## config.mk

```make
export PLATFORM = sky130hd
export DESIGN_NAME = alu_arbiter
export DESIGN_NICKNAME = d
export VERILOG_FILES = /design/src/rtl/alu_arbiter.sv
export SDC_FILE = /design/constraint.sdc
export NUM_CORES = 1
export LEC_CHECK = 0
export BUFFER_PORTS_ARGS = -buffer_cell sky130_fd_sc_hd__buf_2
export CORE_MARGIN = 4
export CORE_UTILIZATION = 40
export DETAILED_ROUTE_END_ITERATION = 7
export HOLD_SLACK_MARGIN = 0.12
export PLACE_DENSITY = 0.76
export SETUP_SLACK_MARGIN = 0.2
export SYNTH_ARGS = -nofsm -noshare
export SYNTH_HDL_FRONTEND = slang
export SYNTH_SLANG_ARGS = --single-unit
```

## constraint.sdc

```tcl
create_clock -name clk -period 1.65 [get_ports clk]
set_clock_uncertainty 0.05 [all_clocks]
set_input_delay 0.165 -clock clk [delete_from_list [all_inputs] [get_ports clk]]
set_output_delay 0.165 -clock clk [all_outputs]
set_load 0.01 [all_outputs]
```

## src/rtl/alu_arbiter.sv

```systemverilog
// alu_arbiter: shares one external combinational ALU between two requesters.
// Arbitration is round-robin, and only one operation is outstanding at a time.
//   clk, rst_n                         clock, async active-low reset
//   req{0,1}_valid/ready/a/b/ctrl      request channels (valid/ready handshake)
//   alu_a, alu_b, alu_ctrl             registered operands/opcode to the ALU
//   alu_result, alu_zero               ALU combinational result and zero flag
//   rsp{0,1}_valid/ready/result/zero/err  response channels (owner only)
module alu_arbiter #(
  parameter  int unsigned W      = 32,
  localparam int unsigned CTRL_W = 4
) (
  input  logic              clk,
  input  logic              rst_n,
  input  logic              req0_valid,
  output logic              req0_ready,
  input  logic [W-1:0]      req0_a,
  input  logic [W-1:0]      req0_b,
  input  logic [CTRL_W-1:0] req0_ctrl,
  input  logic              req1_valid,
  output logic              req1_ready,
  input  logic [W-1:0]      req1_a,
  input  logic [W-1:0]      req1_b,
  input  logic [CTRL_W-1:0] req1_ctrl,
  output logic [W-1:0]      alu_a,
  output logic [W-1:0]      alu_b,
  output logic [CTRL_W-1:0] alu_ctrl,
  input  logic [W-1:0]      alu_result,
  input  logic              alu_zero,
  output logic              rsp0_valid,
  input  logic              rsp0_ready,
  output logic [W-1:0]      rsp0_result,
  output logic              rsp0_zero,
  output logic              rsp0_err,
  output logic              rsp1_valid,
  input  logic              rsp1_ready,
  output logic [W-1:0]      rsp1_result,
  output logic              rsp1_zero,
  output logic              rsp1_err
);

  typedef enum logic [1:0] {
    S_IDLE = 2'd0,
    S_EXEC = 2'd1,
    S_RESP = 2'd2
  } state_e;

  localparam logic [CTRL_W-1:0] OP_LAST = CTRL_W'(5);

  state_e              state_q, state_d;
  logic                last_grant_q, last_grant_d;
  logic                owner_q, owner_d;
  logic [W-1:0]        alu_a_q, alu_a_d;
  logic [W-1:0]        alu_b_q, alu_b_d;
  logic [CTRL_W-1:0]   alu_ctrl_q, alu_ctrl_d;
  logic [1:0]          rsp_valid_q, rsp_valid_d;
  logic [1:0]          rsp_zero_q, rsp_zero_d;
  logic [1:0]          rsp_err_q, rsp_err_d;
  logic [1:0][W-1:0]   rsp_result_q, rsp_result_d;

  logic any_req_c;
  logic grant_c;
  logic rsp_ready_c;

  // Sole requester wins; on a tie the port not served last wins.
  always_comb begin
    any_req_c = req0_valid | req1_valid;
    grant_c   = (req0_valid & req1_valid) ? ~last_grant_q : req1_valid;
  end

  assign req0_ready  = (state_q == S_IDLE) & any_req_c & ~grant_c;
  assign req1_ready  = (state_q == S_IDLE) & any_req_c &  grant_c;
  assign rsp_ready_c = owner_q ? rsp1_ready : rsp0_ready;

  // Next-state: accept in IDLE, capture ALU output in EXEC, hold response in RESP.
  always_comb begin
    state_d      = state_q;
    last_grant_d = last_grant_q;
    owner_d      = owner_q;
    alu_a_d      = alu_a_q;
    alu_b_d      = alu_b_q;
    alu_ctrl_d   = alu_ctrl_q;
    rsp_valid_d  = rsp_valid_q;
    rsp_zero_d   = rsp_zero_q;
    rsp_err_d    = rsp_err_q;
    rsp_result_d = rsp_result_q;

    case (state_q)
      S_IDLE: begin
        if (any_req_c) begin
          owner_d      = grant_c;
          last_grant_d = grant_c;
          alu_a_d      = grant_c ? req1_a    : req0_a;
          alu_b_d      = grant_c ? req1_b    : req0_b;
          alu_ctrl_d   = grant_c ? req1_ctrl : req0_ctrl;
          state_d      = S_EXEC;
        end
      end
      S_EXEC: begin
        rsp_valid_d[owner_q]  = 1'b1;
        rsp_result_d[owner_q] = alu_result;
        rsp_zero_d[owner_q]   = alu_zero;
        rsp_err_d[owner_q]    = (alu_ctrl_q > OP_LAST);
        state_d               = S_RESP;
      end
      S_RESP: begin
        // Clearing the payload keeps an idle response channel at all-zero.
        if (rsp_ready_c) begin
          rsp_valid_d[owner_q]  = 1'b0;
          rsp_result_d[owner_q] = '0;
          rsp_zero_d[owner_q]   = 1'b0;
          rsp_err_d[owner_q]    = 1'b0;
          state_d               = S_IDLE;
        end
      end
      default: state_d = S_IDLE;
    endcase
  end

  // State and datapath registers; last_grant resets to 1 so port 0 wins the first tie.
  always_ff @(posedge clk or negedge rst_n) begin
    if (!rst_n) begin
      state_q      <= S_IDLE;
      last_grant_q <= 1'b1;
      owner_q      <= 1'b0;
      alu_a_q      <= '0;
      alu_b_q      <= '0;
      alu_ctrl_q   <= '0;
      rsp_valid_q  <= '0;
      rsp_zero_q   <= '0;
      rsp_err_q    <= '0;
      rsp_result_q <= '0;
    end else begin
      state_q      <= state_d;
      last_grant_q <= last_grant_d;
      owner_q      <= owner_d;
      alu_a_q      <= alu_a_d;
      alu_b_q      <= alu_b_d;
      alu_ctrl_q   <= alu_ctrl_d;
      rsp_valid_q  <= rsp_valid_d;
      rsp_zero_q   <= rsp_zero_d;
      rsp_err_q    <= rsp_err_d;
      rsp_result_q <= rsp_result_d;
    end
  end

  assign alu_a       = alu_a_q;
  assign alu_b       = alu_b_q;
  assign alu_ctrl    = alu_ctrl_q;
  assign rsp0_valid  = rsp_valid_q[0];
  assign rsp0_result = rsp_result_q[0];
  assign rsp0_zero   = rsp_zero_q[0];
  assign rsp0_err    = rsp_err_q[0];
  assign rsp1_valid  = rsp_valid_q[1];
  assign rsp1_result = rsp_result_q[1];
  assign rsp1_zero   = rsp_zero_q[1];
  assign rsp1_err    = rsp_err_q[1];

endmodule

```

==> flow_summary.json <==
{
  "status": "finished with violations",
  "violations": "setup timing",
  "hold_viol_final": 0,
  "core_um2": 14000,
  "synth.distinct_cells": 29,
  "drt-total-wl_um": 30400,
  "syn_inst": 420,
  "io_buffers": 314,
  "path_common_cell": "buf_4",
  "die_h_um": 128,
  "final_antenna_net_count": 0,
  "relSlewSlack": 0.672,
  "multiInputGateArea_um2": 2210,
  "reg2reg_depth": 6,
  "wl_per_cell_um": 26.4,
  "num-fill-cells": 701,
  "pwr_density_cell_nw_per_um2": 1890,
  "synth_area_leaders": "dfrtp_1 (61%), a221o_1 (12%), a22o_1 (10%)",
  "yosys-top-cells-count": "dfrtp_1 (141), a221o_1 (68), a22o_1 (68), and3_1 (68), buf_2 (15)",
  "placed_cells": 892,
  "yosys.area.top_type_share": 0.614,
  "drtIter0Drc": 611,
  "antenna_found_initial": 3,
  "avgSynthCellArea_um2": 13.7,
  "layout-area-overhead-vs-synth_pct": 94.8,
  "cts_made_buffers": 17,
  "viasPerCell": 6.18,
  "cts_tree": "done",
  "path_clk_slew_ps": 70,
  "fmax_ghz": 0.571,
  "gr-usage-all-layers": 0.333,
  "synth_fp_nets": 595,
  "grt_pass1_vias": 7265,
  "gr-total-overflow": 0,
  "synthArstFlopShare": 1.00,
  "initial_utilization": 0.411,
  "ys_seq_area_frac": 0.618,
  "timing.rr.end": "alu_b[28]",
  "tightest_slew_ps": 490,
  "period_share": 1.06,
  "setup_slack_ps": -103,
  "path_cells": "nor2_4, buf_4, buf_4, o21ai_4, buf_12, a221o_1",
  "drcViolationCount": 0,
  "yosysMostFrequentCell": "dfrtp_1",
  "die_w_um": 128,
  "final_cells": 1150,
  "syn_area_um2": 5750,
  "gp_congestion": 0.825,
  "p_leak_uw": 0.00569,
  "hold_path.class": "input pin to asynchronous set/reset pin",
  "required_ps": 1890,
  "rr_startpoint": "state_q[0]",
  "ys_warn_count": 0,
  "num_rows": 43,
  "first_pass_iters": 5,
  "start_kind": "flop",
  "final_core_util": 0.801,
  "peakVddDrop_uv": 916,
  "rsz0062_at_grt": "true",
  "crit_slowest_cell": "dfrtp_2",
  "slew_viol_final": 0,
  "cts.sinks": 142,
  "period_minus_slack_ps": 1750,
  "finalSetupTns_ps": -4160,
  "setup.worst_path.end_class": "flop",
  "finalSetupViolCount": 123,
  "drv_cap": 0,
  "htreeDepth": 4,
  "ys_seq_elements": 142,
  "synth_flop_cell": "dfrtp_1",
  "reg2reg_slack_ps": -100,
  "die_area_um2": 16400,
  "drive_above_1_share": 0.503,
  "seq_area_um2": 3560,
  "crit_path_max_fanout": 13,
  "grt_pass1_wl_um": 41600,
  "critical-path-max-stage-delay_ps": 430,
  "io_pins": 315,
  "root_buffer": "clkbuf_16",
  "max-clock-path-buffers": 2,
  "via_count": 7110,
  "post-dp-hpwl_um": 13100,
  "endpoint": "alu_b[28]",
  "synth_edf_count": 0,
  "clock_latency_ps": 430,
  "path_class": "flop to flop",
  "grt_max_degree": 50,
  "synth_largest_area_cell": "dfrtp_1",
  "nNetsFinal": 1129,
  "critical_path.startpoint": "state_q[0]",
  "worst-endpoint-arrival_ps": 2000
}
[through the flow]
step	cell area [µm²]	setup slack (ps)	hold WS [ps]	total power, µW
finish	11200	-103	205	21100
global route	11200	-115	234	21700
CTS	10700	-17.5	161	19300
detailed placement	7570	76.6	63.8	13100
global placement	7570	136	57.5	12800
floorplan	5790	144	-181	10200
[cell type report]
cell class,count,share of cell area
clock buffer,18,0.0392
clock inverter,14,0.0171
inverter,5,0.00168
antenna,3,0.000670
sequential,142,0.318
tap,180,0.0201
timing repair buffer,559,0.406
multi-input combinational,229,0.198
[cells by family (layout without fill, tap and decap cells)]
group | Yosys count | in the layout | synth area share
compound gates | 149 | 149 | 0.242
flops | 142 | 142 | 0.618
simple gates | 79 | 79 | 0.0890
buf+inv | 49 | 596 | 0.0494
mux | 1 | 1 | 0.00174
other cells | 0 | 3 | 0
[report_power, final]
part	leakage, µW	switching [µW]	internal, µW
clock	0.000298	1580	2570
combinational	0.00361	5080	5570
sequential	0.00178	1220	5090
[worst max-delay path, delay by kind of cell (launching register included)]
family	cells	cell delay (ps)
AOI/OAI and AO/OA	2	490
buffers and inverters	3	450
DFF	1	430
and+or+nand+nor	1	190
[routing by layer]
layer | track usage | part of all wire
met1 | 0.378 | 0.32
met2 | 0.573 | 0.49
met3 | 0.0883 | 0.12
met4 | 0.180 | 0.075
met5 | 0 | 0
[worst min path at each step]
stage	from	end	slack, ps	cells after the start
floorplan	rst_n	asynchronous set/reset pin	-180	0
CTS	req1_valid	state_q[0]	160	4
global placement	rst_n	rsp0_result[26]	60	1
detailed placement	rst_n	rsp0_result[1]	60	1
global route	rst_n	rsp0_result[9]	230	2
finish	rst_n	alu_b[7]	200	2
[flip-flops by register name (all words and copies together) (netlist names), named ones only]
signal / flops
rsp_zero_q: 2
last_grant_q: 1
rsp0_result: 32
alu_b: 32
state_q: 2
alu_ctrl: 4
rsp_err_q: 2
rsp1_result: 32
owner_q: 1
alu_a: 32
[repair_timing]
item | 4_1_cts | 5_1_grt
endpoints found under the setup margin | 133 | 138
hold buffers | 172 | 0
gates resized for setup | 64 | 37
endpoints found under the hold margin | 277 | 0
buffers inserted | 20 | 3
gates cloned | 13 | 15
pin swaps | 16 | 69
[layout by cell type (no fill, tap or decap), types with 2 or more instances in the layout]
master | netlist | layout
bufbuf_16 | 0 | 3
a22o_1 | 68 | 68
buf_2 | 15 | 311
and3_1 | 68 | 13
inv_1 | 5 | 5
buf_4 | 1 | 19
buf_6 | 10 | 17
and3_4 | 1 | 56
clkinv_4 | 0 | 2
o21ai_0 | 2 | 2
a31oi_4 | 2 | 2
dfrtp_1 | 141 | 140
clkinvlp_4 | 0 | 4
a21oi_1 | 5 | 5
buf_16 | 0 | 9
diode_2 | 0 | 3
bufinv_16 | 0 | 4
a21o_1 | 2 | 2
clkbuf_16 | 0 | 27
nand2_1 | 2 | 2
dlygate4sd3_1 | 0 | 172
clkinv_2 | 0 | 3
buf_12 | 0 | 14
buf_8 | 0 | 4
a221o_1 | 68 | 68
(Power assumes the default switching activity.)
